[config.mk]
export PLATFORM = sky130hd
export DESIGN_NAME = rr_arbiter_n_flat
export DESIGN_NICKNAME = d
export VERILOG_FILES = /design/src/rtl/rr_arbiter_n_if.sv /design/src/rtl/rr_arbiter_n.sv /design/src/flat_wrapper.sv
export SDC_FILE = /design/constraint.sdc
export NUM_CORES = 1
export LEC_CHECK = 0
export ABC_AREA = 0
export BUFFER_PORTS_ARGS = -buffer_cell sky130_fd_sc_hd__buf_2
export CAP_MARGIN = 20
export CORE_UTILIZATION = 52
export CTS_CLUSTER_DIAMETER = 120
export CTS_CLUSTER_SIZE = 12
export DETAILED_ROUTE_END_ITERATION = 10
export PLACE_DENSITY = 0.84
export SETUP_SLACK_MARGIN = 0.5
export SYNTH_ARGS = -nofsm -noshare
export SYNTH_HDL_FRONTEND = slang
export SYNTH_SLANG_ARGS = --single-unit
[constraint.sdc]
create_clock -name clk -period 3.11 [get_ports clk]
set_input_delay 0.1555 -clock clk [delete_from_list [all_inputs] [get_ports clk]]
set_output_delay 0.1555 -clock clk [all_outputs]
set_load 0.02 [all_outputs]
[src/rtl/rr_arbiter_n_if.sv]
// Request/grant bundle between N requesters and the round-robin arbiter.
// The master drives the requests and slot gating; the slave returns the grant.
interface rr_arbiter_n_if #(
   parameter int unsigned N    = 3,
   parameter int unsigned IDXW = (N > 2) ? $clog2(N) : 1
);
   logic            en;
   logic            output_empty;
   logic [N-1:0]    req;
   logic [N-1:0]    last;
   logic [N-1:0]    win;
   logic            win_valid;
   logic [IDXW-1:0] win_idx;
   logic            locked;

   modport master (
      output en, output_empty, req, last,
      input  win, win_valid, win_idx, locked
   );

   modport slave (
      input  en, output_empty, req, last,
      output win, win_valid, win_idx, locked
   );
endinterface

[src/rtl/rr_arbiter_n.sv]
// N-way round-robin arbiter with a zero-latency grant and an optional
// multi-flit packet lock that holds the grant until the tail flit.
module rr_arbiter_n #(
   parameter int unsigned N             = 3,
   parameter int unsigned INIT_PRIORITY = 0,
   parameter bit          LOCK_EN       = 1'b1
) (
   input logic          clk,
   input logic          reset_n,
   rr_arbiter_n_if.slave bus
);
   localparam int unsigned     IDXW     = (N > 2) ? $clog2(N) : 1;
   localparam logic [IDXW-1:0] LAST_IDX = IDXW'(N - 1);
   localparam logic [IDXW-1:0] INIT_IDX = IDXW'(INIT_PRIORITY);

   generate
      if (N < 2 || N > 16) begin : g_bad_n
         $error("rr_arbiter_n: N must be in 2..16");
      end
      if (INIT_PRIORITY >= N) begin : g_bad_init
         $error("rr_arbiter_n: INIT_PRIORITY must be in 0..N-1");
      end
   endgenerate

   logic [IDXW-1:0] ptr_q, ptr_d;
   logic [IDXW-1:0] lock_idx_q, lock_idx_d;
   logic            locked_q, locked_d;

   logic            gnt_opp_c;
   logic            scan_hit_c;
   logic [IDXW-1:0] scan_idx_c;
   logic [N-1:0]    win_c;
   logic            win_valid_c;
   logic [IDXW-1:0] win_idx_c;

   function automatic logic [IDXW-1:0] idx_inc(input logic [IDXW-1:0] i);
      return (i == LAST_IDX) ? '0 : i + IDXW'(1);
   endfunction

   // Reset also gates the grant so nothing is offered while reset_n is low.
   assign gnt_opp_c = reset_n & bus.en & bus.output_empty;

   // First requester found scanning from ptr upward with wraparound.
   always_comb begin : p_scan
      int unsigned pos;
      scan_hit_c = 1'b0;
      scan_idx_c = '0;
      pos        = 0;
      for (int unsigned k = 0; k < N; k++) begin
         pos = 32'(ptr_q) + k;
         if (pos >= N) pos = pos - N;
         if (!scan_hit_c && bus.req[IDXW'(pos)]) begin
            scan_hit_c = 1'b1;
            scan_idx_c = IDXW'(pos);
         end
      end
   end

   always_ff @(posedge clk or negedge reset_n) begin : p_state
      if (!reset_n) begin
         ptr_q      <= INIT_IDX;
         lock_idx_q <= '0;
         locked_q   <= 1'b0;
      end else begin
         ptr_q      <= ptr_d;
         lock_idx_q <= lock_idx_d;
         locked_q   <= locked_d;
      end
   end

   // Pointer advances only past a tail flit; a non-tail grant opens a lock instead.
   always_comb begin : p_next
      ptr_d      = ptr_q;
      lock_idx_d = lock_idx_q;
      locked_d   = locked_q;
      if (win_valid_c) begin
         if (locked_q) begin
            if (bus.last[lock_idx_q]) begin
               locked_d = 1'b0;
               ptr_d    = idx_inc(lock_idx_q);
            end
         end else if (LOCK_EN && !bus.last[scan_idx_c]) begin
            locked_d   = 1'b1;
            lock_idx_d = scan_idx_c;
         end else begin
            ptr_d = idx_inc(scan_idx_c);
         end
      end
   end

   always_comb begin : p_out
      win_c = '0;
      if (gnt_opp_c) begin
         if (locked_q) begin
            win_c[lock_idx_q] = bus.req[lock_idx_q];
         end else if (scan_hit_c) begin
            win_c[scan_idx_c] = 1'b1;
         end
      end
      win_valid_c = |win_c;
      win_idx_c   = '0;
      if (win_valid_c) win_idx_c = locked_q ? lock_idx_q : scan_idx_c;
   end

   assign bus.win       = win_c;
   assign bus.win_valid = win_valid_c;
   assign bus.win_idx   = win_idx_c;
   assign bus.locked    = locked_q;

endmodule

[src/flat_wrapper.sv]
// flat-port wrapper written by rule: the top's interface ports become plain ports
module rr_arbiter_n_flat 
#(
   parameter int unsigned N             = 3,
   parameter int unsigned INIT_PRIORITY = 0,
   parameter bit          LOCK_EN       = 1'b1
)
  (clk, reset_n, bus_en, bus_output_empty, bus_req, bus_last, bus_win, bus_win_valid, bus_win_idx, bus_locked);
  rr_arbiter_n_if #(.N(N)) bus_i ();
  input logic clk;
  input logic reset_n;
  input wire logic [$bits(bus_i.en)-1:0] bus_en;
  input wire logic [$bits(bus_i.output_empty)-1:0] bus_output_empty;
  input wire logic [$bits(bus_i.req)-1:0] bus_req;
  input wire logic [$bits(bus_i.last)-1:0] bus_last;
  output wire logic [$bits(bus_i.win)-1:0] bus_win;
  output wire logic [$bits(bus_i.win_valid)-1:0] bus_win_valid;
  output wire logic [$bits(bus_i.win_idx)-1:0] bus_win_idx;
  output wire logic [$bits(bus_i.locked)-1:0] bus_locked;
  assign bus_i.en = bus_en;
  assign bus_i.output_empty = bus_output_empty;
  assign bus_i.req = bus_req;
  assign bus_i.last = bus_last;
  assign bus_win = bus_i.win;
  assign bus_win_valid = bus_i.win_valid;
  assign bus_win_idx = bus_i.win_idx;
  assign bus_locked = bus_i.locked;
  rr_arbiter_n #(.N(N), .INIT_PRIORITY(INIT_PRIORITY), .LOCK_EN(LOCK_EN)) u_core (.clk(clk), .reset_n(reset_n), .bus(bus_i));
endmodule
# ---- After elaboration in Yosys (flattened, before gate mapping)
# Index checks and enable logic that the tools add are counted.
dict set report word_totals {
  regBits 5
  input_bits 10
  output_inout_bits 7
  word_cells 76
}
dict set report classes {
  addsub 7
  n_lt_le_gt_ge 10
  n_eq_ne 3
  mux 38
  bitwise 5
  reduce_logical 10
}
# op n
set op_table {}
lappend op_table {{2-bit two-way mux} 13}
lappend op_table {{2-bit by 3-bit < comparator with 1-bit output (second input constant)} 5}
lappend op_table {{1-bit two-way mux} 14}
lappend op_table {{1-bit binary-select mux with 2-bit select} 6}
lappend op_table {{3-bit two-way mux} 3}
lappend op_table {{3-bit by 2-bit greater-or-equal comparator with 1-bit output (second input constant)} 2}
lappend op_table {{3-bit AND reduction} 2}
lappend op_table {{2-bit subtractor (second input constant)} 3}
lappend op_table {{2-bit by 1-bit adder with 2-bit output (second input constant)} 2}
lappend op_table {{1-bit demux with 2-bit select} 2}
lappend op_table {{2-bit equality test (second input constant)} 2}
lappend op_table {{2-bit by 1-bit greater-or-equal comparator with 1-bit output (second input constant)} 2}
lappend op_table {{1-bit logical AND} 4}
lappend op_table {{2-bit by 1-bit adder with 3-bit output (second input constant)} 1}
lappend op_table {{2-bit by 2-bit adder with 3-bit output (second input constant)} 1}
lappend op_table {{3-bit AND} 1}
lappend op_table {{3-bit OR reduction} 1}
lappend op_table {{1-bit AND} 2}
lappend op_table {{2-bit greater-or-equal comparator (second input constant)} 1}
lappend op_table {{1-bit zero test} 2}
lappend op_table {{2-bit != test (second input constant)} 1}
lappend op_table {{1-bit inverter} 2}
lappend op_table {{2-bit nonzero test} 1}

# ---- Logic depth before layout (Yosys ltp)
# Gate-level depths: netlist of run 1.
dict set report depth {
  depth_word 20
  ltp_mapped 10
}

# ---- Least setup slack after synthesis of run 1
# OpenSTA, ideal clock, no wires.
dict set report synth_timing {
  path_kind {register to register}
  from {register u_core.ptr_q[0]}
  to {register u_core.lock_idx_q[1]}
  setup_time_ns 0.125
  arrival_time_ns 2.436
  required_time_ns 2.985
  slack_ns 0.549
  stages_incl_launch_ff 11
  path_buffers 1
  path_cell_list {dfrtp_1 inv_1 ha_1 buf_2 nor3b_1 a32o_1 o221a_2 nor3_2 a41o_2 o22a_2 mux2_4}
}
dict set report synth_via {
  elab_chain_cells 20
  word_cells_on_any_way 40
}
# item line
set synth_rtl {}
lappend synth_rtl {{start: declaration} rr_arbiter_n.sv:25} ;# logic [IDXW-1:0] ptr_q, ptr_d;
lappend synth_rtl {{start signal: assignment} rr_arbiter_n.sv:65} ;# ptr_q <= ptr_d;
lappend synth_rtl {{branches (longest 15 deep; another with 2-bit by 1-bit adder with 3-bit output)} n/a}
lappend synth_rtl {{3-bit two-way mux (*)} rr_arbiter_n.sv:96} ;# end else if (scan_hit_c) begin
lappend synth_rtl {{3-bit two-way mux (*)} rr_arbiter_n.sv:94} ;# if (locked_q) begin
lappend synth_rtl {{3-bit two-way mux (*)} rr_arbiter_n.sv:93} ;# if (gnt_opp_c) begin
lappend synth_rtl {{named net bus_win[0]} flat_wrapper.sv:16} ;# output wire logic [$bits(bus_i.win)-1:0] bus_win;
lappend synth_rtl {{3-bit OR reduction (*)} rr_arbiter_n.sv:100} ;# win_valid_c = |win_c;
lappend synth_rtl {{3-bit AND reduction (no source line) (*)} n/a}
lappend synth_rtl {{end signal: assignment} rr_arbiter_n.sv:66} ;# lock_idx_q <= lock_idx_d;
lappend synth_rtl {{end: declaration} rr_arbiter_n.sv:26} ;# logic [IDXW-1:0] lock_idx_q, lock_idx_d;
# Mark *: on every way through the listed nets, which the timed path passes. The select of a mux whose other input is x is not followed.
# A chain may end at the register's enable or synchronous reset.

# ---- Worst setup path in the final report of run 1
dict set report layout_timing {
  from {register u_core.ptr_q[1]}
  to {output bus_win_valid}
}
dict set report layout_via {
  elab_chain_cells 19
  word_cells_on_any_way 36
}
# item line
set layout_rtl {}
lappend layout_rtl {{branches (longest 15 deep; another with 2-bit by 1-bit adder with 3-bit output)} n/a}
lappend layout_rtl {{3-bit two-way mux (*)} rr_arbiter_n.sv:96}
lappend layout_rtl {{3-bit two-way mux (*)} rr_arbiter_n.sv:94}
lappend layout_rtl {{3-bit two-way mux (*)} rr_arbiter_n.sv:93}
lappend layout_rtl {{3-bit OR reduction (*)} rr_arbiter_n.sv:100}
lappend layout_rtl {{end: declaration} flat_wrapper.sv:17} ;# output wire logic [$bits(bus_i.win_valid)-1:0] bus_win_valid;
# Mark *: on every way between the ends. The select of a mux whose other input is x is not followed.

==> metrics.md, run 1 <==
| Metric | Value |
|---|---|
| Post-synthesis mux area share | 20.2% |
| Startpoint types | flip-flop |
| Count of pins over their slew limit | 0 |
| Placed cells | 110 |
| # clock sinks | 5 |
| CORE AREA | 1300 µm² |
| Mean post-synth cell area | 8.97 µm² |
| Final non-filler cell total | 128 |
| Setup TNS | 0 ns |
| Fillcell total | 91 |
| Drt pass-1 iters | 4 |
| Number of diodes | 0 |
| WHS | 0.257 ns |
| Xor and xnor fraction of the mapped netlist area | 0% |
| Worst-path cell chain | inv_2, ha_4, buf_4, buf_4, o22ai_4, nand4b_1, o311ai_4, a41o_2, or2_4, buf_6 |
| Worst setup margin | 0.446 ns |
| CP Data Required Time | 2.95 ns |
| Top cells by area, synth | dfrtp_1 17%, mux2i_1 12%, ha_1 6.8% |
| Layout net count | 128 |
| Antenna-violating nets left | 0 |
| Max Freq | 375 MHz |
| Primary FF master, synth | dfrtp_1 |
| Post-Syn Nets | 96 |
| Detailed-placement wirelength estimate | 1.40 mm |
| Crit path kind | flip-flop to primary output |
| Post-synthesis adder-cell area fraction | 6.80% |
| CP max stage cell | dfrtp_2 |
| Root cell of the clock tree | clkbuf_4 |
| Largest family of logic cells by synthesized area | simple AND/OR/NAND/NOR gates |
| Multi-input gate area | 717 µm² |
| Area leader, netlist | dfrtp_1 |
| Initial Util | 56.5% |
| Clock latency at the later pin of the worst-skew pair | 0.25 ns |
| Post-layout util | 84.7% |
| Die width | 39.6 µm |
| TritonCTS clock tree | yes |
| Final critical-path required period | 2.66 ns |
| Compound-Gate Fraction of Synth Area | 23.1% |
| Die Height | 39.6 µm |
| Share of layout cells above drive strength 1 | 54.0% |
| Crit path largest cell delay | 0.41 ns |
| Post-placement setup slack | 0.281 ns |
| Total number of H-tree levels | 1 |
| Crit-path most repeated cell | buf_4 |
| VDD IR-drop max | 788 µV |
| Initial drt markers | 30 |
| DRC viols | 0 |
| Status | completed |
| Io pins | 17 |
| Yosys warns | 0 |
| Cell variety after synth | 40 |
| Sequential standard cell area | 128 µm² |
| Clk buf depth | 2 |
| Slew HR | 73.8% |
| CP max FO | 5 |
| Post-synth EDFFs | 0 |
| Top cell type's share of synthesized area | 17.0% |
| Largest net degree at the start of global routing | 12 |
| Final GP Congestion | 0.845 |
| Max_cap viols | 0 |
| Cts bufs inserted | 3 |
| Critical Path AT | 2.51 ns |
| Synth Instances | 82 |
| Unrepaired setup endpoints after global routing | yes |
| Synth Area in Simple Gates | 27.6% |
| Total number of vias | 842 |
| Total die area | 1570 µm² |
| Pleak | 0.495 nW |
| Initial antenna violation count | 0 |
| Vias per std cell | 6.58 |
| Crit. End Element | primary output |
| Final period utilization | 85.7% |
| Total GRT Usage | 32.9% |
| # setup viols final | 0 |
| P per Cell Area | 1280 nW/µm² |
| Vias in the first global route | 707 |
| #FFs+latches synth | 5 |
| Register area share after synthesis | 17.0% |
| Clock Skews | 0.00439 ns |
| FP Rows | 13 |
| Layout Area Growth over Synthesis | 49.8% |
| Routed WL | 2.39 mm |
| Global-route wire length before repair | 3.17 mm |
| Mapped Area | 736 µm² |
| Final hold viol count | 0 |
| Hold WC Path Type | input port to asynchronous set/reset pin |
| Async S/R FF share, synth | 100% |
| WL/cell | 18.6 µm |
| Worst-margin pin slew | 0.393 ns |
| Reg clk slew, reported paths | 0.04 ns |
| Number of port buffers | 16 |
| Remaining Overflow, GRT | 0 |
## registers in the layout, indices dropped and copies added (netlist names)
| signal | flops |
|---|---|
| u_core.ptr_q | 2 |
| u_core.lock_idx_q | 2 |
| u_core.bus.locked | 1 |
## path summary, 6_finish.rpt
kind / startpoint / endpoint / slack (ns) / cells after the start
setup / recovery: u_core.ptr_q[1]$_DFFE_PN0P_ / bus_win_valid / 0.45 / 10
hold / removal: reset_n / u_core.ptr_q[0]$_DFFE_PN0P_ / 0.26 / 2
setup reg to reg: u_core.ptr_q[1]$_DFFE_PN0P_ / u_core.ptr_q[1]$_DFFE_PN0P_ / 0.47 / 10
hold reg to reg: u_core.ptr_q[1]$_DFFE_PN0P_ / u_core.ptr_q[1]$_DFFE_PN0P_ / 0.61 / 1
max in group asynchronous: reset_n / u_core.ptr_q[1]$_DFFE_PN0P_ / 2.69 / 2
min in group clk: bus_last[2] / u_core.lock_idx_q[0]$_DFFE_PN0P_ / 0.43 / 4
## kinds of logic (layout without fill, tap and decap cells)
family / count (synthesis) / count (layout)
DFF: 5 / 5
and+or+nand+nor: 32 / 32
muxes: 13 / 13
buffers and inverters: 8 / 39
adders and majority gates: 4 / 4
AOI/OAI and AO/OA: 20 / 20
## cells in the mapped netlist, types with 2 or more instances
library cell / n
dfrtp_1: 5
inv_1: 5
o21a_1: 2
or4_1: 2
a21oi_1: 3
o21ai_0: 2
nor2_1: 2
ha_1: 4
mux2i_1: 9
nand3_1: 3
nand2b_1: 3
nand2_1: 6
mux2_4: 3
nor3b_1: 4
o22ai_2: 2
nand4_1: 3
## metal layers
metal / up-vias / GRT usage, % / part of all wire [%]
met5: - / 0 / 0
li1: 389 / - / -
met1: 401 / 33.3 / 39
met2: 36 / 54.9 / 49
met3: 16 / 11.9 / 6.5
met4: 0 / 23.3 / 4.7
## metrics by stage
stage	cell area (µm²)	power, mW
floorplan	736	0.705
global placement	815	0.800
detailed placement	815	0.822
CTS	997	1.17
global route	1100	1.48
finish	1100	1.41
## layout make-up
cell class              count  share of cell area, %
repair buffers             30                   17.6
inverters                   5                   1.70
clock buffers               4                   2.38
multi-input cells          69                   65.0
well taps                  15                   1.70
flip-flops and latches      5                   11.6
## critical path: cells and delay by family, from the launching register on
family / cells / cell delay, ns
flip-flops: 1 / 0.41
AND/OR/NAND/NOR: 2 / 0.45
AO/OA/AOI/OAI: 3 / 0.70
adder cells (fa/ha/maj): 1 / 0.19
buffers and inverters: 4 / 0.49
## layout by cell type (no fill, tap or decap), types with 4 or more instances in the layout
cell and count:
buf_2 15, buf_4 13, mux2i_1 5, nand2_1 5, mux2i_4 4
## repair_timing
item                                    4_1_cts  5_1_grt
buffers inserted                              7        6
hold buffers                                  1        0
endpoints found under the setup margin        9        8
cloned                                        0        0
gates resized for setup                      17       14
hold endpoints to repair                      5        0
pin swaps                                     7        9
## power by group
part | total (mW) | internal, mW | leakage [nW] | switching (mW)
combinational | 1.17 | 0.608 | 0.421 | 0.567
clock | 0.0776 | 0.0486 | 0.0150 | 0.0289
sequential | 0.159 | 0.0981 | 0.0591 | 0.0611
No activity file was read; power rests on OpenSTA's default activity.
==> inputs of run 2 (changes only) <==
--- a/config.mk
+++ b/config.mk
@@ -8,11 +8,11 @@
 export ABC_AREA = 0
 export BUFFER_PORTS_ARGS = -buffer_cell sky130_fd_sc_hd__buf_2
 export CAP_MARGIN = 20
-export CORE_UTILIZATION = 52
+export CORE_UTILIZATION = 45
 export CTS_CLUSTER_DIAMETER = 120
-export CTS_CLUSTER_SIZE = 12
+export CTS_CLUSTER_SIZE = 25
 export DETAILED_ROUTE_END_ITERATION = 10
-export PLACE_DENSITY = 0.84
+export PLACE_DENSITY = 0.76
 export SETUP_SLACK_MARGIN = 0.5
 export SYNTH_ARGS = -nofsm -noshare
 export SYNTH_HDL_FRONTEND = slang
==> run 2 against run 1 <==
Cell count increased by 2.3%. Largest power group unchanged. Combinational power about the same. Global-route usage decreased by 9.4 points.
==> metrics.md, run 2 (synthesized netlist as in run 1, its figures left out) <==
| Metric | Value |
|---|---|
| Status | completed (unchanged) |
| Share of layout cells above drive strength 1 | 50.4% (was 54.0%) |
| Crit. End Element | primary output (unchanged) |
| Unrepaired setup endpoints after global routing | yes (unchanged) |
| Reg clk slew, reported paths | 0.04 ns (about the same) |
| Layout Area Growth over Synthesis | 51.2% (was 49.8%) |
| Setup TNS | 0 ns (unchanged) |
| Vias per std cell | 6.07 (was 6.58) |
| Initial drt markers | 16 (was 30) |
| Worst setup margin | 0.483 ns (was 0.446 ns) |
| Global-route wire length before repair | 3.35 mm (was 3.17 mm) |
| Die Height | 42.4 µm (was 39.6 µm) |
| Hold WC Path Type | input port to asynchronous set/reset pin (unchanged) |
| Routed WL | 2.04 mm (was 2.39 mm) |
| Pleak | 0.508 nW (was 0.495 nW) |
| Max Freq | 381 MHz (was 375 MHz) |
| Total die area | 1800 µm² (was 1570 µm²) |
| Startpoint types | flip-flop (unchanged) |
| DRC viols | 0 (unchanged) |
| # clock sinks | 5 (unchanged) |
| Crit path kind | flip-flop to primary output (unchanged) |
| Final period utilization | 84.5% (was 85.7%) |
| Remaining Overflow, GRT | 0 (unchanged) |
| CORE AREA | 1520 µm² (was 1300 µm²) |
| Clk buf depth | 2 (unchanged) |
| P per Cell Area | 1240 nW/µm² (was 1280 nW/µm²) |
| Count of pins over their slew limit | 0 (unchanged) |
| Number of diodes | 0 (unchanged) |
| Cts bufs inserted | 3 (unchanged) |
| Pwr Total | 1.38 mW (was 1.41 mW) |
| Vias in the first global route | 752 (was 707) |
| Total GRT Usage | 23.5% (was 32.9%) |
| Die width | 42.4 µm (was 39.6 µm) |
| Most common cell after layout, fill and taps aside | buf_4 (was buf_2) |
| Cells on worst reg2reg path | 10 (unchanged) |
| Final GP Congestion | 0.886 (was 0.845) |
| Most frequent cells in the layout | 15 x buf_4, 13 x buf_2, 6 x nand2_1, 6 x mux2i_1, 5 x dfrtp_1 (was 15 x buf_2, 13 x buf_4, 5 x mux2i_1, 5 x nand2_1, 4 x mux2i_4) |
| Total number of H-tree levels | 1 (unchanged) |
| CP max FO | 6 (was 5) |
| Detailed-placement wirelength estimate | 1.31 mm (was 1.40 mm) |
| Drt pass-1 iters | 4 (unchanged) |
| Layout net count | 130 (was 128) |
| Max_cap viols | 0 (unchanged) |
| WL/cell | 15.5 µm (was 18.6 µm) |
| Root cell of the clock tree | clkbuf_4 (unchanged) |
| VDD IR-drop max | 600 µV (was 788 µV) |
| TritonCTS clock tree | yes (unchanged) |
| Critical Path AT | 2.47 ns (was 2.51 ns) |
| Clock Skews | 0.00191 ns (was 0.00439 ns) |
| Worst-margin pin slew | 0.403 ns (was 0.393 ns) |
| Final hold viol count | 0 (unchanged) |
| FP Rows | 14 (was 13) |
| CP Data Required Time | 2.95 ns (about the same) |
| Total number of vias | 795 (was 842) |
| Io pins | 17 (unchanged) |
| Slew HR | 73.1% (was 73.8%) |
| Number of port buffers | 16 (unchanged) |
| Clock latency at the later pin of the worst-skew pair | 0.25 ns (about the same) |
| # setup viols final | 0 (unchanged) |
| Final critical-path required period | 2.63 ns (was 2.66 ns) |
| Antenna-violating nets left | 0 (unchanged) |
| Largest net degree at the start of global routing | 12 (unchanged) |
| Initial antenna violation count | 0 (unchanged) |
| Initial Util | 48.3% (was 56.5%) |
| Post-placement setup slack | 0.319 ns (was 0.281 ns) |
==> run 2: cell types whose count changed in the layout (fill, tap and decap cells not counted), moves of 2 or more <==
cell | before | now
a21oi_1 | 3 | 1
a21oi_2 | 0 | 2
buf_2 | 15 | 13
buf_4 | 13 | 15
dfrtp_1 | 3 | 5
dfrtp_2 | 2 | 0
==> run 2: timing repair <==
| action | 4_1_cts | 5_1_grt |
|---|---|---|
| gates cloned | 0 | 0 |
| endpoints found under the hold margin | 5 | 0 |
| hold buffers | 1 | 0 |
| resized for setup | 12 | 15 |
| setup endpoints to repair | 9 | 8 |
| buffers inserted | 4 | 11 |
| pin swaps | 2 | 11 |
==> run 2: worst max-delay path, stage by stage, from the launching register on <==
cell and delay, ns:
dfrtp_1 0.39, inv_2 0.09, ha_4 0.21, mux2i_4 0.29
o22ai_4 0.14, o221a_4 0.28, nor3_4 0.29, a41o_2 0.29
or2_4 0.13, buf_6 0.11
==> run 2: area by class of cell <==
type / instances / area [µm²]
Sequential cell: 5 / 125
Inverter: 5 / 18.8
Tap cell: 16 / 20.0
Fill cell: 110 / 412
Clock buffer: 4 / 26.3
Timing Repair Buffer: 32 / 230
Multi-Input combinational cell: 69 / 692
==> run 2: metal layers <==
layer / routed length, µm / global-route usage [%] / part of all wire (%)
met5: 0 / 0 / 0
met4: 0 / 2.50 / 0
met3: 76 / 6.90 / 3.7
met2: 1050 / 40.3 / 52
met1: 905 / 30.1 / 44
==> run 2: report_power, final <==
part | switching, mW | internal [mW] | leakage [nW]
Clock | 0.0289 | 0.0486 | 0.0150
Combinational | 0.538 | 0.621 | 0.432
Sequential | 0.0472 | 0.0956 | 0.0614
Total | 0.614 | 0.765 | 0.508
==> run 2: through the flow <==
step / hold WS, ns / instances / area (µm²) / utilization (%)
floorplan: -0.140 / 82 / 736 / -
global placement: -0.0155 / 111 / 816 / 53.5
detailed placement: -0.0127 / 111 / 816 / 53.5
CTS: 0.261 / 120 / 965 / 63.3
global route: 0.275 / 131 / 1110 / 73.0
finish: 0.264 / 131 / 1110 / 73.0
==> run 2: final timing paths <==
path                                             start                               end  slack (ns)
max                        u_core.ptr_q[1]$_DFFE_PN0P_                     bus_win_valid        0.48
max reg2reg                u_core.ptr_q[1]$_DFFE_PN0P_       u_core.ptr_q[1]$_DFFE_PN0P_        0.49
max in group asynchronous                      reset_n     u_core.bus.locked$_DFFE_PN0P_        2.69
min                                            reset_n       u_core.ptr_q[0]$_DFFE_PN0P_        0.26
min reg2reg                u_core.ptr_q[0]$_DFFE_PN0P_       u_core.ptr_q[0]$_DFFE_PN0P_        0.60
min in group clk                           bus_last[2]  u_core.lock_idx_q[0]$_DFFE_PN0P_        0.43
